$ cat src/rtl/uart_scan_rx_pkg.sv
// Shared definitions for the scan-enabled UART receiver: state codes,
// oversampling constants and the baud divider calculation.
package uart_scan_rx_pkg;

  localparam int OVERSAMPLE_C  = 16;
  localparam int TICK_MID_C    = 7;   // middle of the start bit
  localparam int TICK_LAST_C   = 15;  // middle of a data/stop bit, counted from start-bit centre

  typedef enum logic [2:0] {
    ST_IDLE  = 3'd0,
    ST_START = 3'd1,
    ST_DATA  = 3'd2,
    ST_STOP  = 3'd3
  } rx_state_e;

  // Clocks per oversample tick, integer-truncated.
  function automatic int calc_div(input int clk_freq, input int baud, input int os);
    return clk_freq / (baud * os);
  endfunction

endpackage

$ cat src/rtl/uart_scan_rx_if.sv
// Receiver-side bus: serial line in, received byte and status out.
// Handshake: done is a one-cycle strobe qualifying data_out; there is no
// ready/back-pressure, the consumer must take data_out in the cycle done is high.
// frame_err is a one-cycle strobe for a bad stop bit and never coincides with done.
interface uart_scan_rx_if;
  logic       rx;
  logic [7:0] data_out;
  logic       done;
  logic       frame_err;
  logic       busy;
  logic [2:0] state;

  modport master (
    input  rx,
    output data_out, done, frame_err, busy, state
  );

  modport slave (
    output rx,
    input  data_out, done, frame_err, busy, state
  );
endinterface

$ cat src/rtl/uart_baud_tick.sv
// Oversample tick generator: one-cycle tick every DIV enabled clocks.
// restart forces the phase back to zero so sampling aligns to the start edge.
module uart_baud_tick #(
  parameter int DIV = 1
) (
  input  logic clk,
  input  logic rst_n,
  input  logic restart,
  input  logic en,
  output logic tick
);

  localparam int CW = (DIV > 1) ? $clog2(DIV) : 1;
  localparam logic [CW-1:0] LAST = CW'(DIV - 1);

  logic [CW-1:0] cnt_q;

  // Free-running divider counter, held when disabled.
  always_ff @(posedge clk or negedge rst_n) begin
    if (!rst_n) begin
      cnt_q <= '0;
    end else if (restart) begin
      cnt_q <= '0;
    end else if (en) begin
      if (cnt_q == LAST) cnt_q <= '0;
      else               cnt_q <= cnt_q + 1'b1;
    end
  end

  assign tick = en && (cnt_q == LAST);

endmodule

$ cat src/rtl/uart_scan_rx.sv
// 8N1 UART receiver, 16x oversampled, with a mux-D scan chain running
// scan_in -> shift_reg[7..0] -> data_out[7..0] -> scan_out.
module uart_scan_rx
  import uart_scan_rx_pkg::*;
#(
  parameter int CLK_FREQ   = 50_000_000,
  parameter int BAUD       = 115_200,
  parameter int OVERSAMPLE = OVERSAMPLE_C
) (
  input  logic                  clk,
  input  logic                  rst_n,
  uart_scan_rx_if.master        bus,
  input  logic                  scan_enable,
  input  logic                  scan_in,
  output logic                  scan_out
);

  localparam int DIV = calc_div(CLK_FREQ, BAUD, OVERSAMPLE);

  rx_state_e  state_q, state_d;
  logic [3:0] tick_cnt_q, tick_cnt_d;
  logic [2:0] bit_cnt_q, bit_cnt_d;
  logic       wait_high_q, wait_high_d;
  logic       rx_meta, rx_s;
  logic       tick, tick_en, restart;
  logic       shift_bit, capture, frame_bad;
  logic [7:0] shift_reg, data_q;
  logic       done_q, ferr_q;

  assign tick_en = !scan_enable;

  uart_baud_tick #(.DIV(DIV)) u_tick (
    .clk     (clk),
    .rst_n   (rst_n),
    .restart (restart),
    .en      (tick_en),
    .tick    (tick)
  );

  // Two-flop synchroniser for the asynchronous serial line; idles high.
  always_ff @(posedge clk or negedge rst_n) begin
    if (!rst_n) begin
      rx_meta <= 1'b1;
      rx_s    <= 1'b1;
    end else begin
      rx_meta <= bus.rx;
      rx_s    <= rx_meta;
    end
  end

  // FSM state and counters register.
  always_ff @(posedge clk or negedge rst_n) begin
    if (!rst_n) begin
      state_q     <= ST_IDLE;
      tick_cnt_q  <= '0;
      bit_cnt_q   <= '0;
      wait_high_q <= 1'b0;
    end else begin
      state_q     <= state_d;
      tick_cnt_q  <= tick_cnt_d;
      bit_cnt_q   <= bit_cnt_d;
      wait_high_q <= wait_high_d;
    end
  end

  // Next-state and datapath strobes; everything holds while scanning.
  always_comb begin
    state_d     = state_q;
    tick_cnt_d  = tick_cnt_q;
    bit_cnt_d   = bit_cnt_q;
    wait_high_d = wait_high_q;
    restart     = 1'b0;
    shift_bit   = 1'b0;
    capture     = 1'b0;
    frame_bad   = 1'b0;
    if (!scan_enable) begin
      unique case (state_q)
        ST_IDLE: begin
          // After a frame error the line must go high before re-arming,
          // so a held break reports only once.
          if (wait_high_q) begin
            if (rx_s) wait_high_d = 1'b0;
          end else if (!rx_s) begin
            state_d    = ST_START;
            tick_cnt_d = '0;
            restart    = 1'b1;
          end
        end
        ST_START: begin
          if (tick) begin
            if (tick_cnt_q == 4'(TICK_MID_C)) begin
              tick_cnt_d = '0;
              if (rx_s) begin
                state_d = ST_IDLE;
              end else begin
                state_d   = ST_DATA;
                bit_cnt_d = '0;
              end
            end else begin
              tick_cnt_d = tick_cnt_q + 4'd1;
            end
          end
        end
        ST_DATA: begin
          if (tick) begin
            tick_cnt_d = tick_cnt_q + 4'd1;
            if (tick_cnt_q == 4'(TICK_LAST_C)) begin
              shift_bit = 1'b1;
              bit_cnt_d = bit_cnt_q + 3'd1;
              if (bit_cnt_q == 3'd7) state_d = ST_STOP;
            end
          end
        end
        ST_STOP: begin
          if (tick) begin
            tick_cnt_d = tick_cnt_q + 4'd1;
            if (tick_cnt_q == 4'(TICK_LAST_C)) begin
              state_d = ST_IDLE;
              if (rx_s) begin
                capture = 1'b1;
              end else begin
                frame_bad   = 1'b1;
                wait_high_d = 1'b1;
              end
            end
          end
        end
        default: state_d = ST_IDLE;
      endcase
    end
  end

  // Shift/data registers with scan mux, and registered status strobes.
  always_ff @(posedge clk or negedge rst_n) begin
    if (!rst_n) begin
      shift_reg <= '0;
      data_q    <= '0;
      done_q    <= 1'b0;
      ferr_q    <= 1'b0;
    end else if (scan_enable) begin
      shift_reg <= {scan_in, shift_reg[7:1]};
      data_q    <= {shift_reg[0], data_q[7:1]};
      done_q    <= 1'b0;
      ferr_q    <= 1'b0;
    end else begin
      done_q <= capture;
      ferr_q <= frame_bad;
      if (shift_bit) shift_reg <= {rx_s, shift_reg[7:1]};
      if (capture)   data_q    <= shift_reg;
    end
  end

  assign bus.data_out  = data_q;
  assign bus.done      = done_q && !scan_enable;
  assign bus.frame_err = ferr_q && !scan_enable;
  assign bus.busy      = (state_q != ST_IDLE);
  assign bus.state     = state_q;
  assign scan_out      = data_q[0];

endmodule
$ cat src/flat_wrapper.sv
// flat-port wrapper written by rule: the top's interface ports become plain ports
module uart_scan_rx_flat import uart_scan_rx_pkg::*;
#(
  parameter int CLK_FREQ   = 50_000_000,
  parameter int BAUD       = 115_200,
  parameter int OVERSAMPLE = OVERSAMPLE_C
)
  (clk, rst_n, scan_enable, scan_in, scan_out, bus_rx, bus_data_out, bus_done, bus_frame_err, bus_busy, bus_state);
  uart_scan_rx_if bus_i ();
  input  logic clk;
  input  logic rst_n;
  input  logic scan_enable;
  input  logic scan_in;
  output logic scan_out;
  input wire logic [$bits(bus_i.rx)-1:0] bus_rx;
  output wire logic [$bits(bus_i.data_out)-1:0] bus_data_out;
  output wire logic [$bits(bus_i.done)-1:0] bus_done;
  output wire logic [$bits(bus_i.frame_err)-1:0] bus_frame_err;
  output wire logic [$bits(bus_i.busy)-1:0] bus_busy;
  output wire logic [$bits(bus_i.state)-1:0] bus_state;
  assign bus_i.rx = bus_rx;
  assign bus_data_out = bus_i.data_out;
  assign bus_done = bus_i.done;
  assign bus_frame_err = bus_i.frame_err;
  assign bus_busy = bus_i.busy;
  assign bus_state = bus_i.state;
  uart_scan_rx #(.CLK_FREQ(CLK_FREQ), .BAUD(BAUD), .OVERSAMPLE(OVERSAMPLE)) u_core (.clk(clk), .rst_n(rst_n), .bus(bus_i), .scan_enable(scan_enable), .scan_in(scan_in), .scan_out(scan_out));
endmodule
$ cat config.mk
export PLATFORM = sky130hd
export DESIGN_NAME = uart_scan_rx_flat
export DESIGN_NICKNAME = d
export VERILOG_FILES = /design/src/rtl/uart_scan_rx_pkg.sv /design/src/rtl/uart_scan_rx_if.sv /design/src/rtl/uart_baud_tick.sv /design/src/rtl/uart_scan_rx.sv /design/src/flat_wrapper.sv
export SDC_FILE = /design/constraint.sdc
export NUM_CORES = 1
export LEC_CHECK = 0
export CORE_MARGIN = 3
export CORE_UTILIZATION = 55
export DETAILED_ROUTE_END_ITERATION = 10
export DONT_BUFFER_PORTS = 1
export PLACE_DENSITY = 0.74
export REMOVE_ABC_BUFFERS = 1
export SYNTH_ARGS = -nofsm -noshare
export SYNTH_HDL_FRONTEND = slang
export SYNTH_HIERARCHICAL = 1
export SYNTH_SLANG_ARGS = --single-unit
$ cat constraint.sdc
create_clock -name clk -period 3.2 [get_ports clk]
set_input_delay 0.32 -clock clk [delete_from_list [all_inputs] [get_ports clk]]
set_output_delay 0.32 -clock clk [all_outputs]
set_load 0.01 [all_outputs]
==> flow_summary.toml, run 1 <==
[clock_tree]
tritoncts = "built"
h-tree-depth = 2
cts_resized = 0
cts_buffer_depth = 2
cts_sinks = 35
cts_buffers = 5
clock-root-buffer = "clkbuf_4"
clock_latency_ns = 0.35
clk_pin_slew_worst_paths_ns = 0.10

[setup_path]
crit_type = "reg -> reg"
cp_data_arrival_time_ns = 2.68
end_kind = "flip-flop"
critical_path.startpoint = "u_core/u_tick/cnt_q[0]"
rrSetupSlack_ns = 0.75
crit_end = "u_core/bus.state[0]"
r2r-start = "u_core/u_tick/cnt_q[0]"
critPathMaxFanout = 7
worstPathRequired_ns = 3.43
start_kind = "flip-flop"
reg2reg_depth = 7
timing.rr.end = "u_core/bus.state[0]"

[timing]
tns_ns = 0
max_freq_mhz = 408.1
grt_setup_unrepaired = "no"
skew_ns = 0.01158
setup_viol = 0
fin_crit_sh_pct = 76.57
slew_violations = 0
tightest_slew_ns = 0.8244
maxSlewHeadroom_pct = 44.92
min_period_ns = 2.450
layout_setup_ws_ns = 0.7497
timing.hold.ws_ns = 0.1215
hold_viol_final = 0

[drt]
postRouteAntennaNets = 0
viasPerCell = 6.288
routed_wl_mm = 3.467
drt_pass1_iterations = 4
vias = 1333
drcViolationCount = 0
drt-initial-drc-count = 174
wire_per_inst_um = 16.35

[floorplanning]
row_count = 20
initial_core_util_pct = 59.00
die_y_um = 63.93
die_area_mm2 = 0.004086
ios = 20
core_mm2 = 0.003128
die_w_um = 63.93

[pwr]
irDropWorstVdd_v = 0.0002320
pwr_density_cell_mw_per_mm2 = 532.4
p_leak_nw = 0.7767

[worst_hold_path]
hp-class = "in -> reg"

[grt]
grt.total_usage_pct = 18.82
grt_max_degree = 36
overflow = 0
antenna_found_initial = 0
grt_first_pass_wirelength_mm = 5.982
first_global_vias = 1303

[synth]
seq_area_frac_synth_pct = 47.59
synthTopCellsByArea = "dfrtp_1 45%, mux2_2 5.5%, a2bb2oi_1 4.7%, o21ai_0 4.6%, a41oi_1 4.3%"
synth_top_area_share_pct = 44.75
async_flop_share_pct = 100.0
synth_cell_type_count = 47
mappedNetlistArea_mm2 = 0.001846
ys_seq_elements = 35
synth_edf_count = 0
ys.flop_type = "dfrtp_1"
avgSynthCellArea_um2 = 10.73
yosysMostFrequentCell = "dfrtp_1"
synth_top_area_cell = "dfrtp_1"
synthCells = 172
yosysWarnings = 6
synthTopCellsByCount = "33 x dfrtp_1, 17 x o21ai_0, 10 x a2bb2oi_1"

[finish]
area_growth_pct = 4.271
seq_area_um2 = 878.3
fillCellCount = 247
diodes = 0
finalNetCount = 178
multi_input_area_um2 = 860.8
drive_above_1_share_pct = 16.07

[job]
maxCapViolCount = 0

[placed_design]
place_hpwl_mm = 2.358
port_buffers = 0
place_ws_ns = 0.7976
place_congestion = 0.7896

[outcome]
run_status = "completed"
-- how the worst min path moves through the flow --
| stage | from | endpoint | slack [ns] | cells after the start |
|---|---|---|---|---|
| after floorplan | rst_n | u_core/bit_cnt_q[0] | 0.02 | 0 |
| after global placement | rst_n | u_core/tick_cnt_q[0] | 0.03 | 0 |
| after detailed placement | rst_n | u_core/tick_cnt_q[1] | 0.03 | 0 |
| after CTS | scan_in | u_core/shift_reg[7] | 0.11 | 1 |
| after global routing | scan_in | u_core/shift_reg[7] | 0.11 | 1 |
| final | scan_in | u_core/shift_reg[7] | 0.12 | 1 |
-- cells in the final DEF (no fill, tap or decap), drive strengths merged, types with 2 or more instances in the layout --
master and n:
dfrtp 33, dfstp 2, a2bb2oi 10, o22ai 2
a41oi 9, nand2 9, mux2i 2, ha 5
inv 9, a31oi 3, nor2b 6, clkbuf 6
and3 2, nor2 3, nand4 6, mux2 10
a21oi 3, nor3 3, nand3 4, dlygate4sd3 2
nand3b 3, o21ai 17
-- what timing repair did --
item	CTS	global route
setup buffers	0	0
hold buffers	3	0
endpoints found under the hold margin	36	0
-- through the flow --
step	area, um2	total power [mW]	utilization, %	std cells
after floorplan	1773	0.7297	-	158
after global routing	1924	1.079	61.52	212
after detailed placement	1828	0.7753	58.44	202
after CTS	1924	1.032	61.52	212
final	1924	1.025	61.52	212
after global placement	1828	0.7654	58.44	202
-- area by class of cell --
| type | instances | area share, % |
|---|---|---|
| Sequential cell | 35 | 45.64 |
| Clock inverter | 1 | 0.2601 |
| Clock buffer | 6 | 2.666 |
| Inverter | 9 | 1.756 |
| Timing Repair Buffer | 3 | 2.081 |
| Tap cell | 44 | 2.861 |
| Multi-Input combinational cell | 114 | 44.73 |
-- report_power, final --
| group | total [mW] | switching, mW | internal [mW] |
|---|---|---|---|
| logic | 0.160 | 0.0704 | 0.0897 |
| registers | 0.619 | 0.0979 | 0.521 |
| clock network | 0.246 | 0.144 | 0.102 |
-- layer usage --
metal	GRT usage (%)	routed length, um
met4	9.164	55
met3	6.151	271
met5	0	0
met2	29.03	1673
met1	23.64	1467
-- cells by family (layout without fill, tap and decap cells) --
group,count (synthesis),after routing,synth area share [%]
compound gates,49,49,19.59
simple gates,46,46,15.59
flops,35,35,47.59
buf+inv,23,19,5.762
mux,12,12,7.390
fa+ha+maj,5,5,3.390
other cells,1,1,0.2032
xor+xnor,1,1,0.4747
-- critical path: stages, from the launching register on --
cell,delay (ns)
dfrtp_1,0.44
inv_1,0.08
ha_1,0.14
nand3_1,0.10
nor3b_1,0.71
nand4b_2,0.31
o21a_1,0.25
a311o_1,0.31
Note: power is estimated with default switching activity, not from simulation.
==> run 2: changes to the inputs <==
==> constraint.sdc (replaced) <==
create_clock -name clk -period 2.4 [get_ports clk]
set_input_delay 0.24 -clock clk [delete_from_list [all_inputs] [get_ports clk]]
set_output_delay 0.24 -clock clk [all_outputs]
set_load 0.01 [all_outputs]
==> run 2 against run 1 <==
  * Combinational power is 32% higher
  * Routed wire length is 0.32% lower
  * First-iteration DRC count fell by 48%
==> flow_summary.toml, run 2 (synthesis results as in run 1) <==
[outcome]
run_status = "completed"

[grt]
first_global_vias = 1270
overflow = 0
antenna_found_initial = 0
grt_first_pass_wirelength_mm = 5.934
grt.total_usage_pct = 18.60
grt_max_degree = 36

[clock_tree]
clock_latency_ns = 0.34
clk_pin_slew_worst_paths_ns = 0.10
cts_buffers = 5
h-tree-depth = 2
cts_sinks = 35
tritoncts = "built"
clock-root-buffer = "clkbuf_4"
cts_buffer_depth = 2

[timing]
tns_ns = 0
tightest_slew_ns = 0.6371
hold_viol_final = 0
layout_setup_ws_ns = 0.2894
skew_ns = 0.01645
setup_viol = 0
maxSlewHeadroom_pct = 57.17
fin_crit_sh_pct = 87.94
grt_setup_unrepaired = "no"
slew_violations = 0
min_period_ns = 2.111
timing.hold.ws_ns = 0.06389
max_freq_mhz = 473.8

[setup_path]
cpPeakStageDelay_ns = 0.55
worstPathRequired_ns = 2.58
crit_type = "reg -> reg"
reg2reg_depth = 5
crit_family = "simple AND/OR/NAND/NOR gates"
cp_data_arrival_time_ns = 2.29
r2r-start = "u_core/bus.state[1]"
cp_num_buf_inv = 0
timing.rr.end = "u_core/u_tick/cnt_q[4]"
end_kind = "flip-flop"
rrSetupSlack_ns = 0.29
start_kind = "flip-flop"
critPathMaxFanout = 13
path_cells = "or2_2, nor4_2, nor2b_1, o21ai_0, o22ai_1"
cpMaxStageDelayCell = "dfrtp_1"

[finish]
finalNetCount = 180
final_cell_mix = "33 x dfrtp_1, 17 x o21ai_0, 10 x a2bb2oi_1"
fillCellCount = 245
mostFrequentLayoutCell = "dfrtp_1"
drive_above_1_share_pct = 17.54
area_growth_pct = 6.712
diodes = 0

[floorplanning]
die_w_um = 63.93
ios = 20
core_mm2 = 0.003128
die_y_um = 63.93
die_area_mm2 = 0.004086
initial_core_util_pct = 59.00
row_count = 20

[placed_design]
place_ws_ns = 0.2833
place_hpwl_mm = 2.315
place_congestion = 0.7958
port_buffers = 0

[drt]
routed_wl_mm = 3.456
drcViolationCount = 0
postRouteAntennaNets = 0
drt_pass1_iterations = 4
drt-initial-drc-count = 90
viasPerCell = 6.200
wire_per_inst_um = 16.07
vias = 1333

[pwr]
irDropWorstVdd_v = 0.0006268
pwr_density_cell_mw_per_mm2 = 745.6
p_leak_nw = 0.8011

[worst_hold_path]
hold-path-endpoint = "u_core/shift_reg[7]"
hp-class = "in -> reg"
holdPathStages = 1
min_from = "scan_in"

[job]
maxCapViolCount = 0
-- run 2: changes by cell type in the layout (fill, tap and decap cells not counted) --
cell / change
buf_4: +2
bufinv_16: +1
-- run 2: what timing repair did --
item                      4_1_cts  5_1_grt
hold buffers                    3        0
hold endpoints to repair       36        0
buffers inserted                0        0
gates resized for setup         0        0
-- run 2: worst max path at each step --
stage                                 startpoint                      to  depth (start not counted)
after floorplan           u_core/u_tick/cnt_q[0]     u_core/bus.state[0]                          7
after global placement       u_core/bus.state[1]  u_core/u_tick/cnt_q[3]                          5
after detailed placement     u_core/bus.state[1]  u_core/u_tick/cnt_q[3]                          5
after CTS                    u_core/bus.state[1]  u_core/u_tick/cnt_q[3]                          5
after global routing         u_core/bus.state[1]  u_core/u_tick/cnt_q[4]                          5
final                        u_core/bus.state[1]  u_core/u_tick/cnt_q[4]                          5
-- run 2: final cells by class --
type / instances / area [um2] / area share (%)
flip-flops and latches: 35 / 878.3 / 44.60
multi-input cells: 114 / 860.8 / 43.71
repair buffers: 5 / 55.05 / 2.795
well taps: 44 / 55.05 / 2.795
clock buffers: 6 / 51.30 / 2.605
clock inverters: 2 / 35.03 / 1.779
inverters: 9 / 33.78 / 1.715
-- run 2: through the flow --
step	power, mW	cells	utilization, %	area, um2
final	1.468	215	62.96	1969
after global routing	1.551	215	62.96	1969
after CTS	1.485	215	62.96	1969
after detailed placement	1.030	204	58.92	1843
after global placement	1.016	204	58.92	1843
after floorplan	0.9730	158	-	1773
-- run 2: power by group --
group          internal (mW)  switching (mW)  total, mW
Clock                  0.246           0.187      0.433
Combinational          0.120          0.0921      0.212
Sequential             0.695           0.129      0.824
Total                   1.06           0.408       1.47
-- run 2: routing by layer --
metal  global-route usage [%]  vias up  wire (um)
li1                         -      639          -
met2                    29.94       39       1680
met1                    24.00      648       1534
met3                    4.394        7        192
met5                        0        -          0
met4                    7.547        0         50
==> run 3: changes to the inputs <==
--- a/config.mk
+++ b/config.mk
@@ -5,11 +5,14 @@
 export SDC_FILE = /design/constraint.sdc
 export NUM_CORES = 1
 export LEC_CHECK = 0
+export CAP_MARGIN = 20
+export CELL_PAD_IN_SITES_DETAIL_PLACEMENT = 1
+export CELL_PAD_IN_SITES_GLOBAL_PLACEMENT = 1
 export CORE_MARGIN = 3
-export CORE_UTILIZATION = 55
+export CORE_UTILIZATION = 49
 export DETAILED_ROUTE_END_ITERATION = 10
 export DONT_BUFFER_PORTS = 1
-export PLACE_DENSITY = 0.74
+export PLACE_DENSITY = 0.82
 export REMOVE_ABC_BUFFERS = 1
 export SYNTH_ARGS = -nofsm -noshare
 export SYNTH_HDL_FRONTEND = slang
==> run 3 against run 2 <==
  * Largest cell class unchanged
  * Hold slack better by 0.051 ns
  * Global-route usage is 2.8 points higher
  * Cell area is 0.19% higher
  * Clock skew is 0.0082 ns lower
  * Flip-flop and latch count stayed put
  * Register-to-register slack worse by 0.03 ns
  * Count of clock-buffer cells in the layout is 2 higher
  * Critical endpoint is now u_core/tick_cnt_q[3]
  * Non-clock buffer count is 1 higher
==> flow_summary.toml, run 3 (synthesis results as in run 1) <==
[timing]
timing.hold.ws_ns = 0.1152
grt_setup_unrepaired = "no"
skew_ns = 0.008236
slew_violations = 0
tightest_slew_ns = 0.6113
hold_viol_final = 0
maxSlewHeadroom_pct = 59.25
max_freq_mhz = 467.8
setup_viol = 0
fin_crit_sh_pct = 89.07
min_period_ns = 2.138
layout_setup_ws_ns = 0.2624
tns_ns = 0

[clock_tree]
cts_resized = 0
clk_pin_slew_worst_paths_ns = 0.07
cts_buffers = 5
cts_sinks = 35
cts_buffer_depth = 2
h-tree-depth = 2
clock-root-buffer = "clkbuf_8"
clock_latency_ns = 0.28
tritoncts = "built"

[placed_design]
place_congestion = 0.8436
place_ws_ns = 0.3449
port_buffers = 0
place_hpwl_mm = 2.852

[setup_path]
cpPeakStageDelay_ns = 0.43
critPathMaxFanout = 7
path_cells = "inv_1, ha_1, nand3_1, nor3b_1, buf_4, nor2b_1, o311ai_0, a31oi_1"
worstPathRequired_ns = 2.59
crit_family = "simple AND/OR/NAND/NOR gates"
cp_num_buf_inv = 2
cpMaxStageDelayCell = "dfrtp_1"
start_kind = "flip-flop"
crit_type = "reg -> reg"
cp_data_arrival_time_ns = 2.33
end_kind = "flip-flop"

[drt]
postRouteAntennaNets = 0
viasPerCell = 6.349
routed_wl_mm = 4.340
drt_pass1_iterations = 4
drt-initial-drc-count = 75
drcViolationCount = 0
wire_per_inst_um = 19.91
vias = 1384

[grt]
grt_first_pass_wirelength_mm = 7.107
grt.total_usage_pct = 21.38
antenna_found_initial = 0
grt_max_degree = 36
overflow = 0
first_global_vias = 1478

[pwr]
p_leak_nw = 0.7978
pwr_density_cell_mw_per_mm2 = 739.5
irDropWorstVdd_v = 0.0003789
finalPower_mw = 1.459

[finish]
fillCellCount = 378
drive_above_1_share_pct = 16.28
fin_util_pct = 56.89
area_growth_pct = 6.915
final_cell_mix = "33 x dfrtp_1, 17 x o21ai_0, 10 x a2bb2oi_1"
finalNetCount = 181
mostFrequentLayoutCell = "dfrtp_1"
diodes = 0

[floorplanning]
die_y_um = 67.37
core_mm2 = 0.003468
die_area_mm2 = 0.004539
die_w_um = 67.37
row_count = 21
ios = 20
initial_core_util_pct = 53.21

[job]
maxCapViolCount = 0

[worst_hold_path]
hp-class = "in -> reg"

[outcome]
run_status = "completed"
run 3: metrics by stage:
| stage | cell area (um2) | std cells |
|---|---|---|
| floorplan | 1773 | 158 |
| global placement | 1853 | 207 |
| detailed placement | 1853 | 207 |
| CTS | 1973 | 218 |
| global route | 1973 | 218 |
| finish | 1973 | 218 |
run 3: path summary, 6_finish.rpt:
kind | cells after the start | start | slack [ns] | to
max in group asynchronous | 2 | rst_n | 1.75 | u_core/rx_s
min | 1 | scan_in | 0.12 | u_core/shift_reg[7]
max reg2reg | 8 | u_core/u_tick/cnt_q[0] | 0.26 | u_core/tick_cnt_q[3]
max | 8 | u_core/u_tick/cnt_q[0] | 0.26 | u_core/tick_cnt_q[3]
min in group asynchronous | 2 | rst_n | 0.40 | u_core/tick_cnt_q[1]
min reg2reg | 0 | u_core/rx_meta | 0.36 | u_core/rx_s
run 3: worst reg2reg max path, delay by kind of cell, from the launching register on:
kind                       cells  cell delay (ns)
AOI/OAI and AO/OA              2             0.48
and+or+nand+nor                3             0.75
DFF                            1             0.43
adders and majority gates      1             0.14
buffers and inverters          2             0.26
run 3: cell type report:
class	instances	area, um2	area share, %
repair buffers	6	62.56	3.171
multi-input cells	114	860.8	43.63
well taps	46	57.56	2.917
flip-flops and latches	35	878.3	44.51
inverters	9	33.78	1.712
clock buffers	8	80.08	4.058
run 3: timing repair:
action | CTS | global route
hold buffers | 3 | 0
setup buffers | 0 | 0
endpoints found under the hold margin | 36 | 0
run 3: where the power goes:
group	switching, mW	internal (mW)	leakage (nW)
Clock	0.196	0.206	0.0395
Sequential	0.136	0.696	0.405
Combinational	0.104	0.122	0.354
Total	0.435	1.02	0.798
run 3: layer usage:
metal  up-vias  track usage (%)  wire length [um]
met3         9            4.493               157
met5         -                0                 0
met4         0            8.101                72
met2        28            38.04              2240
li1        637                -                 -
met1       710            25.11              1869
